### src/rtl/seg_pkg.sv
// Shared definitions for the seg_scan_n display driver:
// segment glyphs, converter state type and constant helper functions.
package seg_pkg;

    // Glyphs are active-low {g,f,e,d,c,b,a}.
    localparam logic [6:0] SEG_0     = 7'b1000000;
    localparam logic [6:0] SEG_1     = 7'b1111001;
    localparam logic [6:0] SEG_2     = 7'b0100100;
    localparam logic [6:0] SEG_3     = 7'b0110000;
    localparam logic [6:0] SEG_4     = 7'b0011001;
    localparam logic [6:0] SEG_5     = 7'b0010010;
    localparam logic [6:0] SEG_6     = 7'b0000010;
    localparam logic [6:0] SEG_7     = 7'b1111000;
    localparam logic [6:0] SEG_8     = 7'b0000000;
    localparam logic [6:0] SEG_9     = 7'b0010000;
    localparam logic [6:0] SEG_DASH  = 7'b0111111;
    localparam logic [6:0] SEG_BLANK = 7'b1111111;

    typedef enum logic [1:0] {
        ST_IDLE   = 2'd0,
        ST_SHIFT  = 2'd1,
        ST_COMMIT = 2'd2
    } conv_state_e;

    function automatic logic [63:0] pow10(input int n);
        logic [63:0] r;
        r = 64'd1;
        for (int i = 0; i < n; i++) begin
            r = r * 64'd10;
        end
        return r;
    endfunction

    // Bits needed to hold 0..v-1, never less than one.
    function automatic int clog2(input longint v);
        int r;
        r = 1;
        for (int i = 1; i < 63; i++) begin
            if ((longint'(1) << i) < v) begin
                r = i + 1;
            end
        end
        return r;
    endfunction

    function automatic logic [6:0] seg_code(input logic [3:0] d);
        logic [6:0] g;
        case (d)
            4'd0:    g = SEG_0;
            4'd1:    g = SEG_1;
            4'd2:    g = SEG_2;
            4'd3:    g = SEG_3;
            4'd4:    g = SEG_4;
            4'd5:    g = SEG_5;
            4'd6:    g = SEG_6;
            4'd7:    g = SEG_7;
            4'd8:    g = SEG_8;
            4'd9:    g = SEG_9;
            default: g = SEG_BLANK;
        endcase
        return g;
    endfunction

endpackage

### src/rtl/seg_bin2bcd.sv
// Sequential double-dabble converter: one iteration per clock, with an
// overflow flag evaluated against 10^DIGITS-1 when the input is captured.
module seg_bin2bcd
    import seg_pkg::*;
#(
    parameter int DATA_W = 14,
    parameter int DIGITS = 4
) (
    input  logic                  clk,
    input  logic                  sys_reset,
    input  logic                  start,
    input  logic [DATA_W-1:0]     data,
    output logic                  busy,
    output logic                  done,
    output logic [4*DIGITS-1:0]   bcd,
    output logic                  overflow
);

    localparam int                CNT_W = clog2(longint'(DATA_W) + 1);
    localparam logic [CNT_W-1:0]  LAST  = CNT_W'(DATA_W - 1);
    localparam logic [63:0]       LIMIT = pow10(DIGITS) - 64'd1;

    conv_state_e          state_q, state_d;
    logic [DATA_W-1:0]    bin_q, bin_d;
    logic [4*DIGITS-1:0]  bcd_q, bcd_d;
    logic [CNT_W-1:0]     cnt_q, cnt_d;
    logic                 ovf_q, ovf_d;
    logic                 busy_q, busy_d;
    logic [4*DIGITS-1:0]  adj;

    always_comb begin
        adj = bcd_q;
        for (int i = 0; i < DIGITS; i++) begin
            if (bcd_q[4*i +: 4] >= 4'd5) begin
                adj[4*i +: 4] = bcd_q[4*i +: 4] + 4'd3;
            end
        end
    end

    always_comb begin
        state_d = state_q;
        bin_d   = bin_q;
        bcd_d   = bcd_q;
        cnt_d   = cnt_q;
        ovf_d   = ovf_q;
        busy_d  = busy_q;
        done    = 1'b0;
        case (state_q)
            ST_IDLE: begin
                if (start) begin
                    bin_d   = data;
                    bcd_d   = '0;
                    cnt_d   = '0;
                    ovf_d   = (64'(data) > LIMIT);
                    busy_d  = 1'b1;
                    state_d = ST_SHIFT;
                end
            end
            ST_SHIFT: begin
                bcd_d = {adj[4*DIGITS-2:0], bin_q[DATA_W-1]};
                bin_d = bin_q << 1;
                cnt_d = cnt_q + 1'b1;
                if (cnt_q == LAST) begin
                    state_d = ST_COMMIT;
                end
            end
            ST_COMMIT: begin
                done    = 1'b1;
                busy_d  = 1'b0;
                state_d = ST_IDLE;
            end
            default: begin
                busy_d  = 1'b0;
                state_d = ST_IDLE;
            end
        endcase
    end

    always_ff @(posedge clk or negedge sys_reset) begin
        if (!sys_reset) begin
            state_q <= ST_IDLE;
            bin_q   <= '0;
            bcd_q   <= '0;
            cnt_q   <= '0;
            ovf_q   <= 1'b0;
            busy_q  <= 1'b0;
        end else begin
            state_q <= state_d;
            bin_q   <= bin_d;
            bcd_q   <= bcd_d;
            cnt_q   <= cnt_d;
            ovf_q   <= ovf_d;
            busy_q  <= busy_d;
        end
    end

    assign busy     = busy_q;
    assign bcd      = bcd_q;
    assign overflow = ovf_q;

endmodule

### src/rtl/seg_scan_n.sv
// Multiplexed N-digit 7-segment driver: free-running BCD conversion, digit scan,
// leading-zero blanking, overflow dashes. Define SEG_SCAN_BLINK_EN for per-digit blink.
module seg_scan_n
    import seg_pkg::*;
#(
    parameter int DIGITS         = 4,
    parameter int DATA_W         = 14,
    parameter int CLK_FREQ_HZ    = 50_000_000,
    parameter int DWELL_HZ       = 1000,
    parameter int SEL_ACTIVE_LOW = 1,
    parameter int SEG_ACTIVE_LOW = 1
`ifdef SEG_SCAN_BLINK_EN
    ,
    parameter int BLINK_HZ       = 2
`endif
) (
    input  logic               clk,
    input  logic               sys_reset,
    input  logic [DATA_W-1:0]  data,
    input  logic [DIGITS-1:0]  point,
    input  logic               blank_lz,
`ifdef SEG_SCAN_BLINK_EN
    input  logic [DIGITS-1:0]  blink_mask,
`endif
    output logic               busy,
    output logic               overflow,
    output logic [DIGITS-1:0]  seg_sel,
    output logic [7:0]         seg_led
);

    localparam int                DWELL_CNT  = CLK_FREQ_HZ / DWELL_HZ;
    localparam int                DW_W       = clog2(longint'(DWELL_CNT));
    localparam logic [DW_W-1:0]   DWELL_LAST = DW_W'(DWELL_CNT - 1);
    localparam int                IDX_W      = clog2(longint'(DIGITS));
    localparam logic [IDX_W-1:0]  IDX_LAST   = IDX_W'(DIGITS - 1);
    localparam logic [DIGITS-1:0] SEL_OFF    = (SEL_ACTIVE_LOW != 0) ? '1 : '0;
    localparam logic [7:0]        LED_OFF    = (SEG_ACTIVE_LOW != 0) ? 8'hFF : 8'h00;

    logic                 conv_busy, conv_done, conv_ovf;
    logic [4*DIGITS-1:0]  conv_bcd;

    seg_bin2bcd #(
        .DATA_W (DATA_W),
        .DIGITS (DIGITS)
    ) u_bin2bcd (
        .clk       (clk),
        .sys_reset (sys_reset),
        .start     (1'b1),
        .data      (data),
        .busy      (conv_busy),
        .done      (conv_done),
        .bcd       (conv_bcd),
        .overflow  (conv_ovf)
    );

    logic [DW_W-1:0]      dwell_q, dwell_d;
    logic [IDX_W-1:0]     idx_q, idx_d;
    logic                 scan_on_q, scan_on_d;
    logic [4*DIGITS-1:0]  disp_bcd_q, disp_bcd_d;
    logic                 disp_ovf_q, disp_ovf_d;
    logic [DIGITS-1:0]    sel_q, sel_d;
    logic [7:0]           led_q, led_d;
    logic                 tick;

    // The first tick only arms the scan, so digit 0 is always shown first.
    always_comb begin
        tick       = (dwell_q == DWELL_LAST);
        dwell_d    = tick ? '0 : dwell_q + 1'b1;
        idx_d      = idx_q;
        scan_on_d  = scan_on_q | tick;
        disp_bcd_d = disp_bcd_q;
        disp_ovf_d = disp_ovf_q;
        if (tick && scan_on_q) begin
            idx_d = (idx_q == IDX_LAST) ? '0 : idx_q + 1'b1;
        end
        if (conv_done) begin
            disp_bcd_d = conv_bcd;
            disp_ovf_d = conv_ovf;
        end
    end

`ifdef SEG_SCAN_BLINK_EN
    localparam int               BLINK_CNT  = CLK_FREQ_HZ / (2 * BLINK_HZ);
    localparam int               BL_W       = clog2(longint'(BLINK_CNT));
    localparam logic [BL_W-1:0]  BLINK_LAST = BL_W'(BLINK_CNT - 1);

    logic [BL_W-1:0]  blink_cnt_q, blink_cnt_d;
    logic             blink_off_q, blink_off_d;

    always_comb begin
        blink_cnt_d = blink_cnt_q + 1'b1;
        blink_off_d = blink_off_q;
        if (blink_cnt_q == BLINK_LAST) begin
            blink_cnt_d = '0;
            blink_off_d = ~blink_off_q;
        end
    end

    always_ff @(posedge clk or negedge sys_reset) begin
        if (!sys_reset) begin
            blink_cnt_q <= '0;
            blink_off_q <= 1'b0;
        end else begin
            blink_cnt_q <= blink_cnt_d;
            blink_off_q <= blink_off_d;
        end
    end
`endif

    logic [DIGITS-1:0]  lz_blank;
    logic               all_zero;

    // Digit k>0 blanks when it and every digit above it are zero.
    always_comb begin
        lz_blank = '0;
        all_zero = 1'b1;
        for (int k = DIGITS - 1; k > 0; k--) begin
            all_zero    = all_zero && (disp_bcd_q[4*k +: 4] == 4'd0);
            lz_blank[k] = all_zero;
        end
    end

    logic [3:0]         cur_nib;
    logic               cur_lz, cur_dp, cur_blink;
    logic [6:0]         glyph;
    logic [7:0]         led_low;
    logic [DIGITS-1:0]  onehot;

    always_comb begin
        cur_nib   = 4'd0;
        cur_lz    = 1'b0;
        cur_dp    = 1'b0;
        cur_blink = 1'b0;
        onehot    = '0;
        for (int k = 0; k < DIGITS; k++) begin
            if (idx_q == IDX_W'(k)) begin
                cur_nib   = disp_bcd_q[4*k +: 4];
                cur_lz    = lz_blank[k];
                cur_dp    = point[k];
                onehot[k] = 1'b1;
`ifdef SEG_SCAN_BLINK_EN
                cur_blink = blink_mask[k];
`endif
            end
        end

        glyph = seg_code(cur_nib);
        if (disp_ovf_q) begin
            glyph = SEG_DASH;
        end else if (blank_lz && cur_lz) begin
            glyph = SEG_BLANK;
        end
        led_low = {~cur_dp, glyph};
`ifdef SEG_SCAN_BLINK_EN
        if (blink_off_q && cur_blink) begin
            led_low = 8'hFF;
        end
`endif

        led_d = (SEG_ACTIVE_LOW != 0) ? led_low : ~led_low;
        sel_d = (SEL_ACTIVE_LOW != 0) ? ~onehot : onehot;
        if (!scan_on_q) begin
            led_d = LED_OFF;
            sel_d = SEL_OFF;
        end
    end

    always_ff @(posedge clk or negedge sys_reset) begin
        if (!sys_reset) begin
            dwell_q    <= '0;
            idx_q      <= '0;
            scan_on_q  <= 1'b0;
            disp_bcd_q <= '0;
            disp_ovf_q <= 1'b0;
            sel_q      <= SEL_OFF;
            led_q      <= LED_OFF;
        end else begin
            dwell_q    <= dwell_d;
            idx_q      <= idx_d;
            scan_on_q  <= scan_on_d;
            disp_bcd_q <= disp_bcd_d;
            disp_ovf_q <= disp_ovf_d;
            sel_q      <= sel_d;
            led_q      <= led_d;
        end
    end

    assign busy     = conv_busy;
    assign overflow = disp_ovf_q;
    assign seg_sel  = sel_q;
    assign seg_led  = led_q;

endmodule

### config.mk
export PLATFORM = sky130hd
export DESIGN_NAME = seg_scan_n
export DESIGN_NICKNAME = d
export VERILOG_FILES = /design/src/rtl/seg_pkg.sv /design/src/rtl/seg_bin2bcd.sv /design/src/rtl/seg_scan_n.sv
export SDC_FILE = /design/constraint.sdc
export NUM_CORES = 1
export LEC_CHECK = 0
export BUFFER_PORTS_ARGS = -buffer_cell sky130_fd_sc_hd__buf_2
export CAP_MARGIN = 20
export CORE_MARGIN = 2
export CORE_UTILIZATION = 60
export CTS_CLUSTER_DIAMETER = 40
export DETAILED_ROUTE_END_ITERATION = 7
export GPL_TIMING_DRIVEN = 0
export PLACE_DENSITY = 0.84
export SLEW_MARGIN = 10
export SYNTH_ARGS = -nofsm -noshare
export SYNTH_HDL_FRONTEND = slang
export SYNTH_SLANG_ARGS = --single-unit
### constraint.sdc
create_clock -name clk -period 3 [get_ports clk]
set_input_delay 0.3 -clock clk [delete_from_list [all_inputs] [get_ports clk]]
set_output_delay 0.3 -clock clk [all_outputs]
set_load 0.02 [all_outputs]
* Word level (Yosys, flattened, before mapping)
Memories as Yosys holds them, arrays and structs flattened. Cells that the tools add are included. W data, S select, Z words.
Operators by class: $add $sub $neg 7, $mul 0, divide/modulo/power cells 0, $lt $le $gt $ge 5, eq/ne operators 8, shift-type cells 0, mux-type cells 32, bitwise logic cells 3, reductions and logical operators 10
Operators with widths (number):
- $mux W4 | 8
- $pmux W16 S2 | 1
- $pmux W14 S2 | 1
- $add A16 B1 Y16 const B | 1
- $eq A16 B16 Y1 const B | 1
- $ge A4 B3 Y1 const B | 4
- $mux W16 | 1
- $gt A14 B14 Y1 const B | 1
- $mux W7 | 2
- $add A4 B2 Y4 const B | 3
- $logic_not A4 Y1 | 3
- $mux W1 | 12
- $mux W8 | 1
- $pmux W4 S2 | 1
- $eq A2 B2 Y1 const B | 3
- $add A4 B1 Y4 const B | 1
- $eq A2 B1 Y1 const B | 2
- $eq A4 B4 Y1 const B | 1
- $logic_and A1 B1 Y1 | 4
- $logic_not A2 Y1 | 2
- $mux W2 | 2
- $not A4 Y4 | 1
- $pmux W2 S2 | 1
- $add A3 B2 Y3 const B | 1
- other kinds (7) | 7
Storage, ports and cells: register bits after elaboration 86, bits in latches 0, bits in writable memories 0, bits in read-only memories 112, input bits 21, output and inout port bits 14, logic and storage cells 79, memories 1
Memory list:
- (name not given) | words 16, width 7, read ports 1, clocked after memory_dff 0, write ports 0, line seg_pkg.sv:48 | case (d)

* Longest topological paths before layout
depth in word-level cells 10, gate-level depth with buffers 11

* Modules after synthesis
Synthesis repeated with hierarchy kept, for this count alone.
Second synthesis, totals: cells, all modules 413, area, all modules 4320.4 µm²
Modules (own cells, without submodules):
- seg_scan_n | times used 1, cells each 208, area an instance 2268.4 µm², sequential area each 1216.2 µm²
- seg_bin2bcd | times used 1, cells each 205, area an instance 2052.0 µm², sequential area each 950.9 µm²

* Least setup slack after synthesis
OpenSTA, ideal clock, no wires.
path kind reg-to-reg, from reg idx_q[1], to reg led_q[1], in the netlist seg_led[1], data arrival time 1.826 ns, required time 2.918 ns, path slack 1.092 ns, stages on the path, launching flop included 12, path buffers 1, cell sequence dfrtp_1 -> inv_1 -> ha_1 -> clkbuf_1 -> nand2_1 -> o211a_1 -> nor2_1 -> ha_1 -> inv_1 -> nor2_1 -> o21ai_1 -> nand2_1
On the way: word-level cells in the longest chain between the ends 9, elaborated cells between the ends (all ways) 16
Ends and longest elaborated chain:
- from (decl) | line seg_scan_n.sv:57 | logic [IDX_W-1:0] idx_q, idx_d;
- from (signal assigned) | line seg_scan_n.sv:179 | idx_q <= idx_d;
- $logic_not A2 Y1 | line seg_scan_n.sv:136 | if (idx_q == IDX_W'(k)) begin
- $mux W4 (4 in a row) | line seg_scan_n.sv:136
- $mem_v2 Z16 W7
- $mux W7 * | line seg_scan_n.sv:150 | end else if (blank_lz && cur_lz) begin
- $mux W7 * | line seg_scan_n.sv:148 | if (disp_ovf_q) begin
- $mux W8 * | line seg_scan_n.sv:162 | if (!scan_on_q) begin
- named net led_d[1] | line seg_scan_n.sv:62 | logic [7:0] led_q, led_d;
- to (signal assigned) | line seg_scan_n.sv:184 | led_q <= led_d;
- to (decl) | line seg_scan_n.sv:62
Mark *: on every way through the listed nets, which the timed path passes. The rest lies on a longest branch. A chain may end at the register's enable or synchronous reset.

* Worst setup path after layout
Ends and elaborated chain as after synthesis.

==> impl_results.md <==
* Outcome: complete, no violations
* Synth Warn # at 0
* Clock Path Buffers at 2
* Post-Synthesis Cells at 413
* Filler cells at 495
* Hold WC Path Type: in2reg
* # setup viols final at 0
* Post-CTS setup buffer count at 0
* Max-slew violations at 0
* First-pass GRT wire length at 13,800 um
* RSZ-0062 raised after global routing: false
* Worst Setup Path Type: reg2reg
* # clock sinks at 86
* TritonCTS buffer count at 9
* Die Height at 87.2 um
* Die Width at 87.2 um
* GP Congestion at 0.821
* Core Box Area at 6760 um^2
* Tmin final at 2.28 ns
* Worst path required time at 3.29 ns
* Layout Area Growth over Synthesis at 12.5%
* Period utilization at 0.761
* Syn_area_per_cell at 10.1 um^2
* Initial Util at 0.615
* P_leak at 2.14 nW
* Top FF cell, synth: dfrtp_1
* R2R Setup Slk at 0.72 ns
* Fraction of layout cells with a size suffix above 1 at 0.168
* Setup WS post-layout at 0.717 ns
* DRC at 0
* I/O pins at 35
* Sequential share of the synthesized area at 0.522
* Syn nets at 450
* # rows at 30
* Post-synth EDFFs at 0
* Max Freq at 438 MHz
* Final hold vios at 0
* CTS tree: yes
* DP HPWL at 5640 um
* CTS root buffer: clkbuf_8
* Initial DRC Count at 168
* Port Buffers at 34
* Via count at 3,094
* N_diodes at 0
* Worst path slowest cell: dfrtp_1
* Crit path DAT at 2.57 ns
* CTS Hold Bufs at 1
* CP endpoint kind: register
* H-tree levels at 3
* Slew headroom at 0.649
* PwrDens at 526 nW/um^2
* Crit-path max cell delay at 0.42 ns
* Initial antenna violation count at 0
* Largest net degree at the start of global routing at 67
* Post-synthesis cell area at 4160 um^2
* Post-place setup slack at 0.753 ns
* Async SR Flop Fraction at 1.00
* Post-DR vias/cell at 5.68
* Clk slew on worst S/H paths at 0.09 ns
* Sequential Area at 2170 um^2
* Total GRT Usage at 0.235
* Vias in the first global route at 3,072
* Final #Nets at 497
* Post-CTS Resized at 0
* Final TNS setup at 0 ns
* Tightest Pin Transition at 0.526 ns
* First-pass detailed-route iteration total at 4
* Max Cap Viol at 0
* Remaining Overflow, GRT at 0
* Unique masters post-synth at 43
* Die ar. at 7610 um^2
* Crit path launch type: register
* CP cell instances: inv_1 > ha_1 > clkbuf_1 > nand2_1 > o211a_1 > nor2_1 > ha_1 > inv_1 > nor2_1 > o21ai_1 > nand2_1
* WL final at 8080 um
* Clock skew at 0.00708 ns
* Max rail drop VDD at 346 uV
* Clock insertion delay at the later pin of the skew report at 0.36 ns
* Post-route ant nets at 0
* Register bit total from synthesis at 86
* Critical path peak fanout at 10
* WL/cell at 14.8 um
* Multi-input gate area at 1840 um^2
==> placed cells by master (no fill, tap or decap), types with 6 or more instances in the layout <==
cell      instances
a21oi_1          12
buf_2            37
clkbuf_1         14
clkbuf_8         10
dfrtp_1          74
dfstp_2          12
ha_1             16
inv_1            17
mux2_1            6
mux2_2            6
mux2i_1          16
nand2_1          64
nand2b_1         11
nand3_1           9
nor2_1           27
o21ai_0          44
o21ai_1           6
o31ai_1           7
xnor2_1          10
xor2_1           12
==> worst max-delay path: cells and delay by family (launching register included) <==
kind	cells	cell delay, ns
flops	1	0.42
simple gates	4	0.50
fa+ha+maj	2	0.50
buf+inv	3	0.48
compound gates	2	0.30
==> metal layers <==
| metal | share of wire | routed length (um) | up-vias | GRT usage |
|---|---|---|---|---|
| met1 | 0.46 | 3680 | 1489 | 0.301 |
| met5 | 0 | 0 | - | 0 |
| met4 | 0.018 | 145 | 0 | 0.110 |
| met2 | 0.48 | 3880 | 90 | 0.380 |
| li1 | - | - | 1501 | - |
| met3 | 0.047 | 381 | 14 | 0.0531 |
==> flip-flops by register name, indices dropped and copies added (netlist names) <==
name,cells
disp_bcd_q,16
dwell_q,16
idx_q,2
overflow,1
scan_on_q,1
seg_led,8
seg_sel,4
u_bin2bcd.bcd,16
u_bin2bcd.bin_q,14
u_bin2bcd.busy,1
u_bin2bcd.cnt_q,4
u_bin2bcd.overflow,1
u_bin2bcd.state_q,2
==> power breakdown <==
part           leakage (nW)  total, W  switching (W)  internal (W)
Combinational         0.960  0.000319       0.000178      0.000142
Sequential             1.08   0.00130      0.0000579       0.00124
Clock                0.0951  0.000840       0.000429      0.000411
==> per-stage QoR <==
step,instances,hold WS [ns],instance area (um^2),util,power [W]
3_3_place_gp,527,0.464,4430,0.655,0.00161
5_1_grt,545,0.187,4670,0.692,0.00257
6_report,545,0.172,4670,0.692,0.00246
2_1_floorplan,413,0.00441,4160,-,0.00153
3_5_place_dp,528,0.203,4460,0.659,0.00163
4_1_cts,545,0.159,4670,0.692,0.00247
==> cells in the mapped netlist, types with 3 or more instances <==
| cell type | number | area, um^2 |
|---|---|---|
| a21oi_1 | 12 | 60.1 |
| nor3b_1 | 5 | 37.5 |
| nand3b_1 | 5 | 37.5 |
| xor2_1 | 12 | 105 |
| o21ai_0 | 44 | 220 |
| o21ai_1 | 6 | 30.0 |
| nand3_1 | 9 | 45.0 |
| mux2i_1 | 16 | 160 |
| nor4_1 | 4 | 25.0 |
| nor2b_1 | 3 | 18.8 |
| nand2_1 | 64 | 240 |
| dfrtp_1 | 74 | 1850 |
| nor3_1 | 3 | 15.0 |
| inv_1 | 17 | 63.8 |
| buf_2 | 4 | 20.0 |
| or3_1 | 3 | 18.8 |
| clkbuf_1 | 14 | 52.6 |
| nand2b_1 | 11 | 68.8 |
| nor2_1 | 27 | 101 |
| dfstp_2 | 12 | 315 |
| o31ai_1 | 7 | 52.6 |
| mux2_1 | 6 | 67.6 |
| ha_1 | 16 | 200 |
| xnor2_1 | 10 | 87.6 |
| mux2_2 | 6 | 67.6 |
| nand4_1 | 4 | 25.0 |
==> path summary, 6_finish.rpt <==
kind / start / to / depth (start not counted)
max: idx_q[1] / seg_led[1] / 11
max reg2reg: idx_q[1] / seg_led[1] / 11
min in group asynchronous: sys_reset / scan_on_q / 2
min: point[3] / seg_led[7] / 4
min reg2reg: dwell_q[0] / dwell_q[0] / 1
max in group asynchronous: sys_reset / seg_led[3] / 3
==> kinds of logic (layout without fill, tap and decap cells) <==
| family | count (synthesis) | in the layout | share of synthesized area |
|---|---|---|---|
| mux | 28 | 28 | 0.0711 |
| xor+xnor | 22 | 22 | 0.0464 |
| buf+inv | 36 | 88 | 0.0346 |
| fa+ha+maj | 16 | 16 | 0.0482 |
| flops | 86 | 86 | 0.522 |
| compound gates | 82 | 82 | 0.116 |
| simple gates | 143 | 143 | 0.162 |
==> final cells by class <==
cell class | instances | share of cell area
clock inverters | 6 | 0.0150
multi-input cells | 291 | 0.395
repair buffers | 36 | 0.0450
flip-flops and latches | 86 | 0.464
clock buffers | 10 | 0.0295
well taps | 80 | 0.0214
inverters | 17 | 0.0137
plain buffers | 19 | 0.0171
(Power assumes the default switching activity.)
